[src/rtl/ijtc_repair_writer.sv]
// Write side of the indirect jump target cache: owns the GHR, repairs it from
// resolved-branch reports and drains queued table writes after a full-table invalidate.
module ijtc_repair_writer #(
    parameter int GHR_LEN    = 8,
    parameter int IDX_LEN    = 8,
    parameter int TAG_LEN    = 8,
    parameter int FIFO_DEPTH = 4
) (
    input  logic               clk,
    input  logic               rst,
    input  logic               rep_valid_i,
    output logic               rep_ready_o,
    input  logic [GHR_LEN-1:0] rep_checkpoint_i,
    input  logic [31:0]        rep_vaddr_i,
    input  logic               rep_take_i,
    input  logic               rep_indirect_i,
    input  logic [31:0]        rep_dest_i,
    input  logic               spec_valid_i,
    input  logic               spec_take_i,
    output logic [GHR_LEN-1:0] ghr_o,
    output logic               wr_en_o,
    input  logic               wr_ready_i,
    output logic [IDX_LEN-1:0] wr_idx_o,
    output logic [TAG_LEN-1:0] wr_tag_o,
    output logic [31:0]        wr_dest_o,
    output logic               wr_valid_o,
    output logic               busy_o
);

    localparam int PTR_W = (FIFO_DEPTH > 1) ? $clog2(FIFO_DEPTH) : 1;
    localparam int CNT_W = $clog2(FIFO_DEPTH) + 1;
    localparam logic [CNT_W-1:0] DEPTH_C = CNT_W'(FIFO_DEPTH);
    localparam logic [IDX_LEN-1:0] LAST_IDX = '1;

    typedef enum logic [1:0] {INIT, IDLE, WRITE} state_t;

    state_t             state, state_next;
    logic [IDX_LEN-1:0] init_cnt;
    logic [GHR_LEN-1:0] ghr;
    logic [PTR_W-1:0]   wr_ptr, rd_ptr;
    logic [CNT_W-1:0]   count;

    logic [IDX_LEN-1:0] fifo_idx  [FIFO_DEPTH];
    logic [TAG_LEN-1:0] fifo_tag  [FIFO_DEPTH];
    logic [31:0]        fifo_dest [FIFO_DEPTH];

    logic accept, push, pop;
    logic [IDX_LEN-1:0] new_idx;
    logic [TAG_LEN-1:0] new_tag;
    logic               unused_vaddr_bits;

    assign rep_ready_o = !rst && (count < DEPTH_C);
    assign accept      = rep_valid_i && rep_ready_o;
    assign push        = accept && rep_indirect_i && rep_take_i;
    assign pop         = !rst && (state == WRITE) && wr_ready_i;

    // Index uses the pre-branch history so it matches what the lookup side hashed.
    assign new_idx = rep_vaddr_i[IDX_LEN+1:2] ^ IDX_LEN'(rep_checkpoint_i);
    assign new_tag = rep_vaddr_i[IDX_LEN+TAG_LEN+1:IDX_LEN+2];
    assign unused_vaddr_bits = ^{rep_vaddr_i[1:0], rep_vaddr_i[31:IDX_LEN+TAG_LEN+2]};

    assign ghr_o = ghr;

    always_ff @(posedge clk) begin
        if (rst) begin
            ghr <= '0;
        end else if (accept) begin
            ghr <= {rep_checkpoint_i[GHR_LEN-2:0], rep_take_i};
        end else if (spec_valid_i) begin
            ghr <= {ghr[GHR_LEN-2:0], spec_take_i};
        end
    end

    always_ff @(posedge clk) begin
        if (rst) begin
            wr_ptr <= '0;
            rd_ptr <= '0;
            count  <= '0;
        end else begin
            if (push) wr_ptr <= wr_ptr + 1'b1;
            if (pop)  rd_ptr <= rd_ptr + 1'b1;
            case ({push, pop})
                2'b10:   count <= count + 1'b1;
                2'b01:   count <= count - 1'b1;
                default: count <= count;
            endcase
        end
    end

    always_ff @(posedge clk) begin
        if (push) begin
            fifo_idx[wr_ptr]  <= new_idx;
            fifo_tag[wr_ptr]  <= new_tag;
            fifo_dest[wr_ptr] <= rep_dest_i;
        end
    end

    always_ff @(posedge clk) begin
        if (rst) begin
            state    <= INIT;
            init_cnt <= '0;
        end else begin
            state <= state_next;
            if (state == INIT && wr_ready_i) init_cnt <= init_cnt + 1'b1;
        end
    end

    always_comb begin
        state_next = state;
        case (state)
            INIT:  if (wr_ready_i && init_cnt == LAST_IDX) state_next = IDLE;
            IDLE:  if (count != '0) state_next = WRITE;
            WRITE: begin
                // A push landing in the same cycle as the last pop keeps us writing.
                if (wr_ready_i && count == CNT_W'(1) && !push) state_next = IDLE;
            end
            default: state_next = INIT;
        endcase
    end

    always_comb begin
        wr_en_o    = 1'b0;
        wr_idx_o   = '0;
        wr_tag_o   = '0;
        wr_dest_o  = '0;
        wr_valid_o = 1'b0;
        busy_o     = rst || (state == INIT) || (count != '0);
        if (!rst) begin
            case (state)
                INIT: begin
                    wr_en_o  = 1'b1;
                    wr_idx_o = init_cnt;
                end
                WRITE: begin
                    wr_en_o    = 1'b1;
                    wr_idx_o   = fifo_idx[rd_ptr];
                    wr_tag_o   = fifo_tag[rd_ptr];
                    wr_dest_o  = fifo_dest[rd_ptr];
                    wr_valid_o = 1'b1;
                end
                default: ;
            endcase
        end
    end

endmodule

[config.mk]
export PLATFORM = sky130hd
export DESIGN_NAME = ijtc_repair_writer
export DESIGN_NICKNAME = d
export VERILOG_FILES = /design/src/rtl/ijtc_repair_writer.sv
export SDC_FILE = /design/constraint.sdc
export NUM_CORES = 1
export LEC_CHECK = 0
export CORE_ASPECT_RATIO = 0.7
export CORE_MARGIN = 5
export CORE_UTILIZATION = 48
export CTS_CLUSTER_SIZE = 40
export DETAILED_ROUTE_END_ITERATION = 12
export GPL_TIMING_DRIVEN = 0
export MAX_ROUTING_LAYER = met4
export PLACE_DENSITY = 0.85
export SYNTH_ARGS = -nofsm -noshare
export SYNTH_HDL_FRONTEND = slang
export SYNTH_SLANG_ARGS = --single-unit
[constraint.sdc]
create_clock -name clk -period 2.5 [get_ports clk]
set_input_delay 0.375 -clock clk [delete_from_list [all_inputs] [get_ports clk]]
set_output_delay 0.375 -clock clk [all_outputs]
set_load 0.1 [all_outputs]
==> metrics.md <==
| Metric | Value |
|---|---|
| Count of flip-flops with a built-in enable after synthesis | between 150 and 200 |
| Combined area of all synthesized cells | around 8700 µm² |
| Chip Height | 122.9 µm |
| Total negative slack | 0 ps |
| Fraction of the yosys area taken by sequential cells | 0.7212 |
| Number of warnings issued by yosys | 0 |
| Post-CTS clock slew at the launch and capture registers of the worst setup and hold paths | about 60 ps |
| DRC marker count from the first detailed-route iteration | around 300 |
| Area of the die | 21060 µm² |
| Crit path required time | 2120 ps |
| Total detailed-routing wirelength | roughly 18 mm |
| Crit. End Element | output port |
| Upper clock frequency limit | slightly above 400 MHz |
| Diodes inserted | 0 |
| Count of final max-slew check failures | 0 |
| Latest clock arrival within the worst-skew pair | 480 ps |
| Clock tree from TritonCTS | yes |
| PD cells | about 670 nW/µm² |
| Headroom to the max-slew limit | 0.3441 |
| Hold Crit Depth | 3 |
| Worst-margin pin slew | between 900 and 1000 ps |
| Leading register cell type out of synthesis | edfxtp_1 |
| Critical Path Source Type | flop |
| Vias in the first global route | 5000 |
| CTS H-Tree Depth | 1 |
| Final Power | about 7.6 mW |
| Final Hold Fails | 0 |
| Yosys top cell area share | 0.6594 |
| Total non-filler cell area in the finished layout | between 10000 and 15000 µm² |
| Arrival @ worst endpoint | about 2100 ps |
| Detailed Routing Iterations Pass 1 | 4 |
| Crit-path max FO | 5 |
| Vias per Instance | approximately 5.4 |
| Reported max-cap violation count | 0 |
| Avg Inst Size Synth | around 19 µm² |
| Most common cell after layout, fill and taps aside | edfxtp_1 |
| IR Drop Worst-Case VDD | about 690 µV |
| Worst clock skew | approximately 8.5 ps |
| Half-perimeter wire length after detailed placement | ~12 mm |
| Share of final-layout standard cells stronger than drive strength 1 | 0.2855 |
| Path type of the worst min-delay path | in -> reg |
| Maximum number of pins on one net before global-route repair | 29 |
| Global Route Usage Sum | 0.1772 |
| Share of the clock period used by the worst path after layout | 0.9901 |
| Ports | between 100 and 150 |
| Post-synthesis cell type with the largest combined area | edfxtp_1 |
| Synthesized net count | 562 |
| Nets | slightly above 700 |
| Number of cells produced by synthesis | approximately 470 |
| Status | finished clean |
| Post-detailed-route wirelength per cell | 20.55 µm |
| CTS root buf | clkbuf_16 |
| Final design utilization | 0.6320 |
| Sink Count | around 220 |
| Global-route wire length before repair | ~28 mm |
| Buffers added on ports | ~120 |
| Width of the chip | 171.3 µm |
| Share of the synthesized netlist area taken by xor and xnor gates | 0.01302 |
| Initial standard-cell utilization of the core | 0.4870 |
| Top cells by area in the synthesized netlist | edfxtp_1 (66%), mux4_2 (12%), dfxtp_1 (6.2%), and2_1 (2.9%), mux2i_1 (2.1%) |
| LEAKAGE | slightly below 4 nW |
| Worst Setup Slack, final | 24.71 ps |
| CTS max path bufs | 3 |
| Overflow left after global routing | 0 |
| Post-synthesis share of cell area spent on and, or, nand and nor gates | 0.06597 |
| Register area | around 6300 µm² |
| Unrepaired setup endpoints after global routing | yes |
| Async set or reset register ratio after synthesis | 0 |
| Fill cell total of the finished layout | 1272 |
| Fraction of synthesized area in multiplexers | 0.1455 |
| Placeable core region | ~18000 µm² |
| Arithmetic-cell share of the synthesized area counting full adders, half adders and majority gates | 0.01431 |
| Number of cell rows | 41 |
| Commonest non-fill, non-tap cells in the layout | edfxtp_1 (192), clkdlybuf4s50_1 (68), mux4_2 (48) |
| Flip-flop and latch count after synthesis | roughly 220 |
| Shortest clock period the worst path allows after layout | between 2000 and 2500 ps |
| Final setup violation count | 0 |
| Largest family of logic cells by synthesized area | multiplexers |
| Overall via count from detail_route | 4741 |
| Post-placement worst setup slack | -1610 ps |
| Crit path kind | reg -> out |
| Unique cell type count in the Yosys netlist | 42 |
| Area occupied by multi-input gates | 2337 µm² |
| Clock buffer count from CTS | 22 |
| Initial antenna violation count | 0 |
| Area growth from synthesis to layout | 29.78% |
| DR DRC count | 0 |
| Cell count of the worst reg-to-reg path | 4 |
| Final ANT Viol Nets | 0 |
| Compound-gate portion of the synthesized area | 0.02175 |
| Global placer's final weighted congestion | ~0.79 |
| Placed inst area | ~10000 µm² |
## path summary, 6_finish.rpt
kind,start,endpoint,slack [ps]
max,flop,wr_idx_o[4],20
min,rep_indirect_i,wr_ptr[1],300
max reg2reg,count[2],fifo_dest[2][12],170
min reg2reg,rd_ptr[1],flop,510
## power breakdown
part	internal [mW]	switching, mW	total [mW]
Sequential	4.01	0.0179	4.03
Combinational	0.157	0.229	0.386
Clock	1.88	1.26	3.14
Total	6.05	1.51	7.56
## Yosys cell counts, drive strengths merged, types with 2 or more instances
cell type,n
nor3,2
o21ai,4
and4bb,2
or4,2
and3,5
nor3b,2
nand4,2
xnor2,3
buf,12
a211oi,9
mux4,48
clkbuf,13
a21o,2
mux2i,18
dfxtp,27
o31ai,3
xor2,10
inv,10
or3,3
nand3,2
nand2,5
ha,10
edfxtp,192
nor2b,2
a21oi,8
and2,41
nor2,24
## metrics by stage
stage               instances  hold slack, ps
global route              877           329.8
detailed placement        833           472.1
floorplan                 472           428.0
global placement          829           455.0
finish                    877           301.7
CTS                       874           272.0
## metal layers
metal  up-vias  global-route usage  wire length [µm]
met4         0             0.03117               299
li1       2172                   -                 -
met1      2408              0.2434              7875
met3        26             0.03643              1116
met5         -                   -                 0
met2       135              0.2839              8730
## registers in the layout (all words and copies together) (netlist names), named ones only
name	flops
state	2
rd_ptr	2
count	3
fifo_idx	32
fifo_dest	128
fifo_tag	32
wr_ptr	2
ghr_o	8
init_cnt	8
## critical path: stages (launching register included)
cell and delay, ps:
dfxtp_4 390, clkbuf_16 160, mux4_2 550, mux2i_2 220, nor2_1 80, buf_6 200
## kinds of logic (layout without fill, tap and decap cells)
family	after synthesis	in the layout
flip-flops	219	219
adder cells (fa/ha/maj)	10	10
AO/OA/AOI/OAI	29	29
multiplexers	67	67
buffers and inverters	35	204
AND/OR/NAND/NOR	99	99
XOR/XNOR	13	13
## cell type report
cell class | count | area share
flip-flops and latches | 219 | 0.5562
multi-input cells | 218 | 0.2060
repair buffers | 129 | 0.1289
clock buffers | 32 | 0.05635
well taps | 236 | 0.02602
plain buffers | 25 | 0.01753
clock inverters | 8 | 0.005734
inverters | 10 | 0.003308
## what timing repair did
item,4_1_cts,5_1_grt
gates resized for setup,337,67
setup buffers,1,0
gates cloned,0,3
setup endpoints to repair,52,45
hold buffers,0,0
pin swaps,0,1
Note: power is estimated with default switching activity, not from simulation.
